[src/rtl/counter_pkg.sv]
// counter_pkg: shared mode encodings and FSM state type for counter_prog
package counter_pkg;
  localparam logic [1:0] MODE_WRAP    = 2'd0;
  localparam logic [1:0] MODE_SAT     = 2'd1;
  localparam logic [1:0] MODE_ONESHOT = 2'd2;
  typedef enum logic [1:0] {ST_IDLE, ST_RUN, ST_DONE} state_e;
endpackage

[src/rtl/counter_prescaler.sv]
// counter_prescaler: clock-enable divider, one tick every presc+1 running cycles
module counter_prescaler #(
  parameter int PRE_W = 8
) (
  input  logic             clk,
  input  logic             rst_n,
  input  logic             run,
  input  logic             restart,
  input  logic [PRE_W-1:0] presc,
  output logic             tick
);
  logic [PRE_W-1:0] cnt_q, cnt_d;
  assign tick = run && cnt_q == presc;
  // restart zeroes the phase; the phase freezes while not running
  always_comb cnt_d = restart ? '0 : !run ? cnt_q : tick ? '0 : cnt_q + 1'b1;
  // phase register
  always_ff @(posedge clk or negedge rst_n)
    if (!rst_n) cnt_q <= '0;
    else cnt_q <= cnt_d;
endmodule

[src/rtl/counter_prog.sv]
// counter_prog: programmable up/down counter with wrap/saturate/one-shot terminal behaviour
module counter_prog
  import counter_pkg::*;
#(
  parameter int COUNT_W = 16,
  parameter int PRE_W   = 8
) (
  input  logic               clk,
  input  logic               rst_n,
  input  logic               clr,
  input  logic               load,
  input  logic [COUNT_W-1:0] load_val,
  input  logic               start,
  input  logic               stop,
  input  logic               dir,
  input  logic [1:0]         mode,
  input  logic [COUNT_W-1:0] limit,
  input  logic [PRE_W-1:0]   presc,
  output logic [COUNT_W-1:0] count,
  output logic               tc,
  output logic               at_term,
  output logic               busy,
  output logic               done
);
  state_e             state_q, state_d;
  logic [COUNT_W-1:0] count_q, count_d;
  logic               tc_q, tc_d;
  logic               running, tick, go, step, term, hold;
  assign running = state_q == ST_RUN;
  assign go      = start && !running && !clr && !load;
  assign step    = running && tick && !clr && !load && !stop;
  assign term    = dir ? count_q == '0 : count_q >= limit;
  assign hold    = mode == MODE_SAT || mode == MODE_ONESHOT;
  counter_prescaler #(.PRE_W(PRE_W)) u_presc (
    .clk     (clk),
    .rst_n   (rst_n),
    .run     (running),
    .restart (clr || load || go),
    .presc   (presc),
    .tick    (tick)
  );
  // next count, terminal pulse and state under clr > load > stop > start > step
  always_comb begin
    count_d = clr ? '0 : load ? load_val : !step ? count_q :
              !term ? (dir ? count_q - 1'b1 : count_q + 1'b1) :
              hold ? count_q : dir ? limit : '0;
    tc_d    = step && term;
    state_d = clr ? ST_IDLE : load ? state_q : (stop && running) ? ST_IDLE :
              go ? ST_RUN : (tc_d && mode == MODE_ONESHOT) ? ST_DONE : state_q;
  end
  // state, count and pulse registers
  always_ff @(posedge clk or negedge rst_n)
    if (!rst_n) begin
      state_q <= ST_IDLE;
      count_q <= '0;
      tc_q    <= 1'b0;
    end else begin
      state_q <= state_d;
      count_q <= count_d;
      tc_q    <= tc_d;
    end
  assign count   = count_q;
  assign tc      = tc_q;
  assign busy    = state_q == ST_RUN;
  assign done    = state_q == ST_DONE;
  assign at_term = dir ? count_q == '0 : count_q == limit;
endmodule

[config.mk]
export PLATFORM = sky130hd
export DESIGN_NAME = counter_prog
export DESIGN_NICKNAME = d
export VERILOG_FILES = /design/src/rtl/counter_pkg.sv /design/src/rtl/counter_prescaler.sv /design/src/rtl/counter_prog.sv
export SDC_FILE = /design/constraint.sdc
export NUM_CORES = 1
export LEC_CHECK = 0
export ABC_AREA = 1
export CAP_MARGIN = 15
export CORE_ASPECT_RATIO = 1.5
export CORE_MARGIN = 5
export CORE_UTILIZATION = 47
export DETAILED_ROUTE_END_ITERATION = 10
export PLACE_DENSITY = 0.84
export SYNTH_ARGS = -nofsm -noshare
export SYNTH_HDL_FRONTEND = slang
export SYNTH_HIERARCHICAL = 1
export SYNTH_SLANG_ARGS = --single-unit
[constraint.sdc]
create_clock -name clk -period 2 [get_ports clk]
set_input_delay 0.2 -clock clk [delete_from_list [all_inputs] [get_ports clk]]
set_output_delay 0.2 -clock clk [all_outputs]
set_load 0.03 [all_outputs]
## Word level (Yosys, flattened, before mapping)

Index checks and enable logic that the tools add are counted.

- Output and inout port bits: 20
- Logic and storage cells: 57
- Register bits after elaboration: 27
- Input port bits: 49

- Reduce and logical (&&, ||, !) cells: 24
- Multiplexer cells: 17
- Add/sub/neg operators: 3
- Eq/ne operators: 8
- Magnitude comparators: 1

Operator list:

| cell | number |
|---|---|
| two-way mux 16 bit | 7 |
| two-way mux 8 bit | 3 |
| adder 16 x 1 -> 16 bit, second input constant | 1 |
| equality test 16 bit | 1 |
| greater-or-equal comparator 16 bit | 1 |
| logical NOT 16 bit | 1 |
| subtractor 16 x 1 -> 16 bit, second input constant | 1 |
| logical AND 1 bit | 11 |
| two-way mux 2 bit | 5 |
| adder 8 x 1 -> 8 bit, second input constant | 1 |
| equality test 8 bit | 1 |
| equality test 2 x 1 -> 1 bit, second input constant | 2 |
| equality test 2 bit, second input constant | 2 |
| logical NOT 1 bit | 4 |
| inequality test 4 bit, second input constant | 1 |
| AND reduction 2 bit | 2 |
| nonzero test 4 bit | 1 |
| logical OR 1 bit | 3 |
| nonzero test 3 bit | 1 |
| two-way mux 1 bit | 2 |
| inequality test 2 bit, second input constant | 1 |
| nonzero test 2 bit | 1 |

## Logic depth before layout (Yosys ltp)

- Word-level depth: 13
- Mapped depth: 18
- Mapped depth without buffers: 17

## Hierarchy

The synthesis kept the hierarchy.

Modules (own cells, without submodules):

| module | area an instance (um^2) | cells each | times used | sequential area each (um^2) |
|---|---|---|---|---|
| counter_prog | 2,621.3 | 441 | 1 | 475.5 |
| counter_prescaler | 625.6 | 87 | 1 | 200.2 |

## Worst setup path after synthesis

Ideal clock, no wire load.

- Path kind: reg-to-output
- Start: register count_q[13], in the netlist count[13]
- End: output port at_term
- Slack: -0.199 ns
- Path buffers: 0
- Cell stages (with the launch flop): 3
- Data arrival time: 1.999 ns
- Required time: 1.800 ns
- Cells stage by stage: dfrtp_1 or3_1 o41ai_1

- Longest elaborated chain between the ends: 2
- Elaborated cells on any way between the ends: 3
- Classes of those cells: eq/ne: 1; mux: 1; reduce/logical: 1

RTL lines:

| element | RTL line | text |
|---|---|---|
| start: declaration | counter_prog.sv:26 | `logic [COUNT_W-1:0] count_q, count_d;` |
| start signal: assignment | counter_prog.sv:59 | `count_q <= count_d;` |
| equality test 16 bit or logical NOT 16 bit (tied branches) | counter_prog.sv:66 | `assign at_term = dir ? count_q == '0 : count_q == limit;` |
| two-way mux 1 bit * | counter_prog.sv:66 |  |
| end: declaration | counter_prog.sv:21 | `output logic at_term,` |

Every way passes the cells marked *; elsewhere a longest branch is shown, timed or not.

## Final worst setup path

- Start: register count_q[5], in the netlist count[5]
- End: register count_q[1], in the netlist count[1]

- Longest elaborated chain between the ends: 6
- Elaborated cells on any way between the ends: 9
- Classes of those cells: order compare: 1; eq/ne: 1; mux: 5; reduce/logical: 2

RTL lines:

| element | RTL line | text |
|---|---|---|
| greater-or-equal comparator 16 bit or logical NOT 16 bit (tied branches) | counter_prog.sv:32 | `assign term = dir ? count_q == '0 : count_q >= limit;` |
| two-way mux 1 bit * | counter_prog.sv:32 |  |
| two-way mux 16 bit | counter_prog.sv:45 | `!term ? (dir ? count_q - 1'b1 : count_q + 1'b1) :` |
| two-way mux 16 bit (3 in series) | counter_prog.sv:44 | `count_d = clr ? '0 : load ? load_val : !step ? count_q :` |

Every way passes the cells marked *; elsewhere a longest branch is shown, timed or not. The select of a mux whose other input is x is not followed.
A chain may end at the register's enable or synchronous reset.

==> results_dict.tcl <==
set metrics [dict create \
    drtIter0Drc 224 \
    io_buffers 68 \
    placed_area_um2 4420 \
    ys_types 41 \
    finalHoldViolations 0 \
    rsz0062_at_grt "yes" \
    max_cap_viol_count 0 \
    viasPerCell 5.48 \
    nFillCells 506 \
    rows 37 \
    floorplan.die.width_um 77.9 \
    clk_latency_ps 280 \
    max-vdd-ir-drop_v 0.000426 \
    grt_max_degree 36 \
    n_antenna_cell 0 \
    synth_xor_area_frac 0.0378 \
    path_clk_slew_ps 90 \
    yosysSeqAreaShare 0.208 \
    die_h_um 112 \
    yosysTopAreaCell "nand2_1" \
    violations "setup timing" \
    skew_ps 1.82 \
    required_ps 2170 \
    grt.overflow.total 0 \
    syn_nets 610 \
    final_cell_area_um2 5070 \
    synth-adder-area-share 0.129 \
    worst_pin_slew_ps 468 \
    coreArea_um2 6810 \
    yosysWarningCount 6 \
    worst_setup_path_end_kind "flip-flop" \
    dpl.hpwl_mm 8.32 \
    relSlewSlack 0.688 \
    grt_pass1_wl_mm 17.5 \
    ys_ff_latch 27 \
    drcViolationCount 0 \
    start_util 0.477 \
    synthTopCellsByArea "nand2_1, dfrtp_1, ha_1" \
    cp.arrival_ps 2320 \
    drv_slew 0 \
    ys.flop_type "dfrtp_1" \
    syn_area_um2 3250 \
    swShare 0.434 \
    hold_class "in -> async" \
    wl_per_cell_um 15.5 \
    cts.sinks 27 \
    track_usage 0.244 \
    p_switching_uw 1140 \
    fmax_mhz 464 \
    synth.avg_cell_area_um2 6.15 \
    layout-drive-gt1-share 0.292 \
    p_int_uw 1490 \
    pwr-share-clk 0.120 \
    power_density_nw_per_um2 517 \
    seq_power_share 0.258 \
    fin_nets 740 \
    synth-simple-area-share 0.462 \
    async_flop_share 1.00 \
    gp_congestion 0.909 \
    p_leak_uw 0.00262 \
    grt_pass1_vias 3869 \
    setup_viol 17 \
    ctsLongestPathBuffers 2 \
    cts_buffers 3 \
    htreeDepth 1 \
    holdBufCountCts 0 \
    period_share 1.08 \
    dieArea_um2 8700 \
    antenna_found_initial 0 \
    firstDrtPassIters 4 \
    cp-start-kind "flip-flop" \
    netlist_instances 528 \
    p_comb_frac 0.622 \
    synth_edf_count 0 \
    synth_top_family_by_area "simple AND/OR/NAND/NOR gates" \
    num_io_pins 69 \
    worstPathMaxFanout 8 \
    synth_compound_area_frac 0.0620 \
    criticalPathCategory "reg -> reg" \
    whs_ps 286 \
    period_needed_ps 2150 \
    finalWirelength_mm 11.4 \
    ant_nets 0 \
    num_vias 4025 \
    syn_to_final_growth_pct 56.1 \
    cts_root_buf "clkbuf_8" \
    layout_setup_ws_ps -155 \
    status "complete, but fails checks" \
    synth_top_area_share 0.238 \
    cts_tree "done" \
    synthMuxAreaShare 0 \
]
==> critical path, stage by stage (launching register included) <==
cell and delay [ps]:
dfrtp_2 470, ha_4 300, nand2_4 50, nor2_4 140, nand2_2 70, o21ai_2 160
nor2_2 70, nand3_4 110, nand2_8 80, o21ai_4 190, buf_4 140, nand2_4 80
nand2_1 110, nand2_1 70
==> power by group through the flow <==
stage / combinational, µW / sequential [µW] / clock [µW]
finish: 1630 / 676 / 314
global route: 1780 / 682 / 346
CTS: 1430 / 674 / 321
detailed placement: 1350 / 682 / 0
global placement: 1320 / 680 / 0
floorplan: 703 / 753 / 0
==> per-layer routing <==
layer / global-route usage / share of wire / vias to the layer above
li1: - / - / 1934
met1: 0.268 / 0.36 / 1906
met2: 0.463 / 0.55 / 143
met3: 0.0227 / 0.048 / 42
met4: 0.0986 / 0.041 / 0
met5: 0 / 0 / -
==> synthesized netlist by cell type (2+ instances only) <==
cell and n:
nand2_2 2, ha_1 32, dfrtp_1 27, o21bai_1 2, nor2_4 2, nand2_1 206, nand3_4 2, o21ai_1 3
nand3_2 2, clkbuf_1 6, nand3_1 73, inv_1 66, nor2_1 27, buf_2 2, a21oi_1 19, a21o_1 2
inv_2 5, nand4_1 3, nand2_4 3, xnor2_1 6, xor2_1 8, nor2_2 9, and3_1 3
==> cells in the final DEF (no fill, tap or decap), types with 9 or more instances in the layout <==
| cell type | instances |
|---|---|
| nor2_1 | 19 |
| buf_4 | 61 |
| nand2_1 | 184 |
| ha_1 | 16 |
| dfrtp_1 | 11 |
| dlymetal6s2s_1 | 9 |
| nor2_2 | 13 |
| clkdlybuf4s50_1 | 56 |
| nand3_2 | 15 |
| inv_2 | 11 |
| nand3_1 | 60 |
| inv_1 | 59 |
| nand2_2 | 22 |
| a21oi_1 | 18 |
| ha_4 | 15 |
| dfrtp_2 | 16 |
==> registers in the layout, summed over array words and instances, names as in the netlist <==
| register | cells |
|---|---|
| state_q | 2 |
| tc | 1 |
| count | 16 |
| u_presc/cnt_q | 8 |
==> layout make-up <==
class                           count  area [µm²]  area share
Clock buffer                        4        45.0     0.00889
Inverter                           72         274      0.0541
Multi-Input combinational cell    419        2700       0.532
Sequential cell                    27         696       0.137
Tap cell                           78        97.6      0.0193
Timing Repair Buffer              135        1260       0.249
==> cell families (layout without fill, tap and decap cells) <==
group / Yosys count / in the layout
AOI/OAI and AO/OA: 33 / 33
xor gates and xnor gates: 14 / 14
adders and majority gates: 33 / 33
buffers and inverters: 83 / 211
DFF: 27 / 27
and+or+nand+nor: 338 / 339
==> metrics by stage <==
stage	util	std cells	setup TNS [ps]	setup slack, ps	total power, µW
floorplan	-	528	-484	-49.2	1460
global placement	0.650	707	-5730	-340	2000
detailed placement	0.650	707	-6450	-364	2030
CTS	0.692	722	-436	-56.8	2430
global route	0.745	735	-3790	-245	2810
finish	0.745	735	-2040	-155	2620
==> final timing paths <==
path | slack [ps] | cells past startpoint | start | to
setup / recovery | -150 | 13 | count[5] | count[1]
hold / removal | 290 | 2 | rst_n | state_q[1]
setup reg to reg | -150 | 13 | count[5] | count[1]
hold reg to reg | 550 | 2 | state_q[0] | state_q[0]
max in group asynchronous | 1420 | 2 | rst_n | count[10]
min in group clk | 450 | 7 | limit[12] | count[12]
==> timing repair <==
action | CTS | global route
buffers inserted | 8 | 13
gates cloned | 3 | 0
pin swaps | 15 | 29
setup endpoints to repair | 19 | 19
gates resized for setup | 33 | 60
Note: power is estimated with default switching activity, not from simulation.
